<file path="src/rtl/pipe_stage_buf.sv">
// Pipeline stage register with valid/ready handshake, one-entry skid buffer and exception merge.
// Optional forwarding tap enabled by defining PIPE_FWD_EN (requires DW >= 64).
module pipe_stage_buf #(
  parameter int DW    = 64,
  parameter int EXC_W = 5
) (
  input  logic             clk,
  input  logic             reset,
  input  logic             Req,
  input  logic             in_valid,
  output logic             in_ready,
  input  logic [DW-1:0]    in_data,
  input  logic [EXC_W-1:0] in_exc,
  input  logic [EXC_W-1:0] stage_exc,
  input  logic             in_delay,
  input  logic [31:0]      in_pc,
  input  logic             in_regwrite,
  input  logic [4:0]       in_a3,
  input  logic [1:0]       in_wdsel,
  output logic             out_valid,
  input  logic             out_ready,
  output logic [DW-1:0]    out_data,
  output logic [EXC_W-1:0] out_exc,
  output logic             out_delay,
  output logic [31:0]      out_pc,
  output logic             out_regwrite,
  output logic [4:0]       out_a3,
  output logic [1:0]       out_wdsel,
  output logic             fwd_valid,
  output logic [4:0]       fwd_a3,
  output logic [31:0]      fwd_data
);

  typedef struct packed {
    logic [DW-1:0]    data;
    logic [EXC_W-1:0] exc;
    logic             delay;
    logic [31:0]      pc;
    logic             regwrite;
    logic [4:0]       a3;
    logic [1:0]       wdsel;
  } entry_t;

  entry_t main_q, main_d, skid_q, skid_d, in_entry;
  logic   main_valid_q, main_valid_d, skid_valid_q, skid_valid_d;
  logic   accept, drain;

  assign in_ready = ~skid_valid_q;
  assign accept   = in_valid & in_ready;
  assign drain    = main_valid_q & out_ready;

  // The upstream exception is older than anything raised here, so it wins.
  always_comb begin
    in_entry.data     = in_data;
    in_entry.exc      = (in_exc != '0) ? in_exc : stage_exc;
    in_entry.delay    = in_delay;
    in_entry.pc       = in_pc;
    in_entry.regwrite = in_regwrite;
    in_entry.a3       = in_a3;
    in_entry.wdsel    = in_wdsel;
  end

  always_comb begin
    main_d       = main_q;
    main_valid_d = main_valid_q;
    skid_d       = skid_q;
    skid_valid_d = skid_valid_q;
    if (Req) begin
      main_d       = '0;
      main_valid_d = 1'b0;
      skid_d       = '0;
      skid_valid_d = 1'b0;
    end else if (!main_valid_q || drain) begin
      skid_d       = '0;
      skid_valid_d = 1'b0;
      if (skid_valid_q) begin
        main_d       = skid_q;
        main_valid_d = 1'b1;
        if (accept) begin
          skid_d       = in_entry;
          skid_valid_d = 1'b1;
        end
      end else if (accept) begin
        main_d       = in_entry;
        main_valid_d = 1'b1;
      end else begin
        main_d       = '0;
        main_valid_d = 1'b0;
      end
    end else if (accept) begin
      skid_d       = in_entry;
      skid_valid_d = 1'b1;
    end
  end

  always_ff @(posedge clk) begin
    if (reset) begin
      main_q       <= '0;
      main_valid_q <= 1'b0;
      skid_q       <= '0;
      skid_valid_q <= 1'b0;
    end else begin
      main_q       <= main_d;
      main_valid_q <= main_valid_d;
      skid_q       <= skid_d;
      skid_valid_q <= skid_valid_d;
    end
  end

  assign out_valid    = main_valid_q;
  assign out_data     = main_q.data;
  assign out_exc      = main_q.exc;
  assign out_delay    = main_q.delay;
  assign out_pc       = main_q.pc;
  assign out_a3       = main_q.a3;
  assign out_wdsel    = main_q.wdsel;
  assign out_regwrite = main_valid_q & main_q.regwrite & (main_q.exc == '0);

`ifdef PIPE_FWD_EN
  always_comb begin
    fwd_data = '0;
    case (main_q.wdsel)
      2'b01:   fwd_data = main_q.data[31:0];
      2'b11:   fwd_data = main_q.data[63:32];
      default: fwd_data = '0;
    endcase
  end
  assign fwd_valid = out_regwrite;
  assign fwd_a3    = main_q.a3;
`else
  assign fwd_valid = 1'b0;
  assign fwd_a3    = '0;
  assign fwd_data  = '0;
`endif

endmodule

</file>
<file path="config.mk">
export PLATFORM = sky130hd
export DESIGN_NAME = pipe_stage_buf
export DESIGN_NICKNAME = d
export VERILOG_FILES = /design/src/rtl/pipe_stage_buf.sv
export SDC_FILE = /design/constraint.sdc
export NUM_CORES = 1
export LEC_CHECK = 0
export BUFFER_PORTS_ARGS = -buffer_cell sky130_fd_sc_hd__clkbuf_2
export CAP_MARGIN = 10
export CORE_MARGIN = 2
export CORE_UTILIZATION = 45
export CTS_CLUSTER_DIAMETER = 50
export DETAILED_ROUTE_END_ITERATION = 10
export PLACE_DENSITY = 0.79
export SLEW_MARGIN = 5
export SYNTH_ARGS = -nofsm -noshare
export SYNTH_HDL_FRONTEND = slang
export SYNTH_SLANG_ARGS = --single-unit
</file>
<file path="constraint.sdc">
create_clock -name clk -period 1.33 [get_ports clk]
set_input_delay 0.133 -clock clk [delete_from_list [all_inputs] [get_ports clk]]
set_output_delay 0.133 -clock clk [all_outputs]
set_load 0.01 [all_outputs]
</file>
==> out/metrics.cfg <==
[outcome]
status=finished with violations
violations=negative setup slack

[route]
vias=9156
drcViolationCount=0
ant_nets=0
wire_per_inst_um=18.2
wl_um=30400
avgViaCountPerCell=5.50
drt_first_pass_iters=6
drt_iter0_drc=695

[clocking]
cts_root_buffer=clkbuf_16
insertion_delay_ns=0.51
clkTransAtPathRegs_ns=0.06
cts_sinks=222
htreeDepth=1
clock_path_buffers=3
numCtsBuffers=24
cts_tree=yes

[layout]
nets=1498
area_delta_synth_final_pct=40.9
fillerInstances=1481
drive_above_1_share_pct=35.3

[global_routing]
overflow=0
grt_pass1_vias=8465
antenna_found_initial=1
grt_usage_pct=22.9
grt_pass1_wl_um=41400
grt_max_degree=50

[pwr]
p_int_mw=11.6
ir_drop_v=0.000836
pwr-share-clk_pct=43.9
p_total_mw=15.5
seq_power_share_pct=44.3
cellLeakagePower_nw=5.12
power.share.switching_pct=24.9
p_comb_share_pct=11.7
p_per_area_nw_per_um2=1200
p_switching_mw=3.85

[die]
fp.dieArea_um2=21500
core_um2=20100
die_h_um=147
rows=52
initial_core_util_pct=45.5
ioPinCount=270
fp.dieW_um=147

[synthesis]
yosysWarnings=0
syn_inst=1144
syn_avg_cell_area_um2=8.00
yosys-top-cells-area=dfxtp_1 49%, a21oi_1 17%, buf_4 12%
syn_area_um2=9150
ys_types=25
synth_seq_cells=222
yosysTopAreaCell=dfxtp_1
yosysSeqAreaShare_pct=48.6
synth_top_area_share_pct=48.6

[min_path]
hold_path.class=in -> reg

[placed_design]
place_hpwl_um=14600
gp_congestion=0.800
portBuffers=231

[timing]
finalSetupViolCount=37
rsz0062_at_grt=true
skew_ns=0.00722
max_freq_mhz=550
finalHoldViolations=0
drv_slew=0
whs_ns=0.0467
finalCriticalPeriod_ns=1.82
finalCritPeriodShare_pct=137
postLayoutSetupSlackWorst_ns=-0.488

[setup_path]
cp.arrival_ns=1.69
end_kind=primary output
crit_family=simple AND/OR/NAND/NOR gates
worstPathCellList=or4_4 > nor3_4 > buf_2
path_max_fanout=2
path_buf_inv=1
start_kind=register
cp.required_ns=1.20
critical_path_class=reg -> out
slowest_stage=or4_4
cpPeakStageDelay_ns=0.56

[job]
cap_violations=0

[tightest hold or removal path, stage by stage]
cell      delay (ns)
clkbuf_2        0.14
a211oi_1        0.07
nor3_1          0.16
[power groups by stage]
stage               Clock [mW]  Combinational [mW]  Sequential, mW
floorplan                    0               0.844            6.97
global placement             0                1.13            6.99
detailed placement           0                1.14            6.99
CTS                       6.89                1.42            6.84
global route              7.16                1.92            6.86
finish                    6.79                1.82            6.85
[cell usage after synthesis, drive strengths merged]
master,n
nor2b,3
nand3,5
a21boi,1
nand4,2
and2,3
conb,1
dfxtp,222
nor4,1
a311oi,5
buf,177
nor2,8
nand2,212
or4,1
clkbuf,54
and2b,1
a211oi,3
a31oi,2
nand2b,2
a21oi,320
inv,3
nor3,8
o21ai,110
[area by class of cell]
type	count	area (um2)	area share, %
Timing Repair Buffer	402	3190	24.8
Multi-Input combinational cell	725	4080	31.6
Inverter	3	23.8	0.184
Sequential cell	222	4450	34.5
Antenna cell	1	2.50	0.0194
Clock buffer	32	682	5.29
Clock inverter	11	128	0.990
Tap cell	270	338	2.62
[registers in the layout, indices dropped and copies added, names as in the netlist]
register      count
main_q            1
out_exc           5
skid_q          110
out_pc           32
out_valid         1
out_wdsel         2
out_data         64
skid_valid_q      1
out_a3            5
out_delay         1
[what timing repair did]
item                                    4_1_cts  5_1_grt
hold endpoints to repair                    214        0
resized for setup                            15      193
cloned                                        0       12
buffers inserted                              3       11
pin swaps                                     1       42
endpoints found under the setup margin        2      149
hold buffers                                111        0
[through the flow]
stage / instances / setup TNS [ns] / instance area [um2] / util, % / setup WS (ns)
2_1_floorplan: 1181 / 0 / 9290 / - / 0.0820
4_1_cts: 1642 / -0.500 / 11800 / 58.9 / -0.499
3_3_place_gp: 1485 / -0.0831 / 9830 / 48.9 / -0.0831
6_report: 1666 / -1.62 / 12900 / 64.1 / -0.488
3_5_place_dp: 1485 / -0.0612 / 9830 / 48.9 / -0.0612
5_1_grt: 1666 / -5.27 / 12900 / 64.1 / -0.514
[placed cells by master, fill, tap and decap left out, types with 3 or more instances in the layout]
master	n
a21oi_2	89
nand3_1	5
clkinv_2	4
nand2_8	3
clkbuf_1	4
nor3_1	6
buf_4	22
clkbuf_16	34
o21ai_0	109
nand2_1	152
nand2_2	34
conb_1	38
clkbuf_2	229
a311oi_1	4
dlygate4sd3_1	111
dfxtp_1	221
buf_12	21
clkinvlp_4	3
a21oi_1	229
nand2_4	23
and2_1	3
nor2_1	7
buf_6	7
a211oi_1	3
clkbuf_8	3
[kinds of logic after synthesis]
kind of cell           count (synthesis)  synth area share [%]
buffers and inverters                234                  16.3
other                                  1                0.0410
flip-flops                           222                  48.6
AO/OA/AOI/OAI                        441                  24.5
AND/OR/NAND/NOR                      246                  10.6
[final timing paths]
kind | startpoint | to | slack (ns) | cells past startpoint
hold / removal | in_exc[3] | skid_q[44] | 0.05 | 3
hold reg to reg | skid_q[100] | skid_q[100] | 0.45 | 2
setup reg to reg | skid_valid_q | out_pc[16] | -0.12 | 6
setup / recovery | out_exc[0] | out_regwrite | -0.49 | 3
[per-layer routing]
layer | wire [um] | GRT usage [%] | vias up
li1 | - | - | 4155
met1 | 11200 | 27.0 | 4295
met2 | 15300 | 40.5 | 549
met3 | 2310 | 3.91 | 157
met4 | 1480 | 10.7 | 0
met5 | 0 | 0 | -
Power figures use the tool's default switching activity.
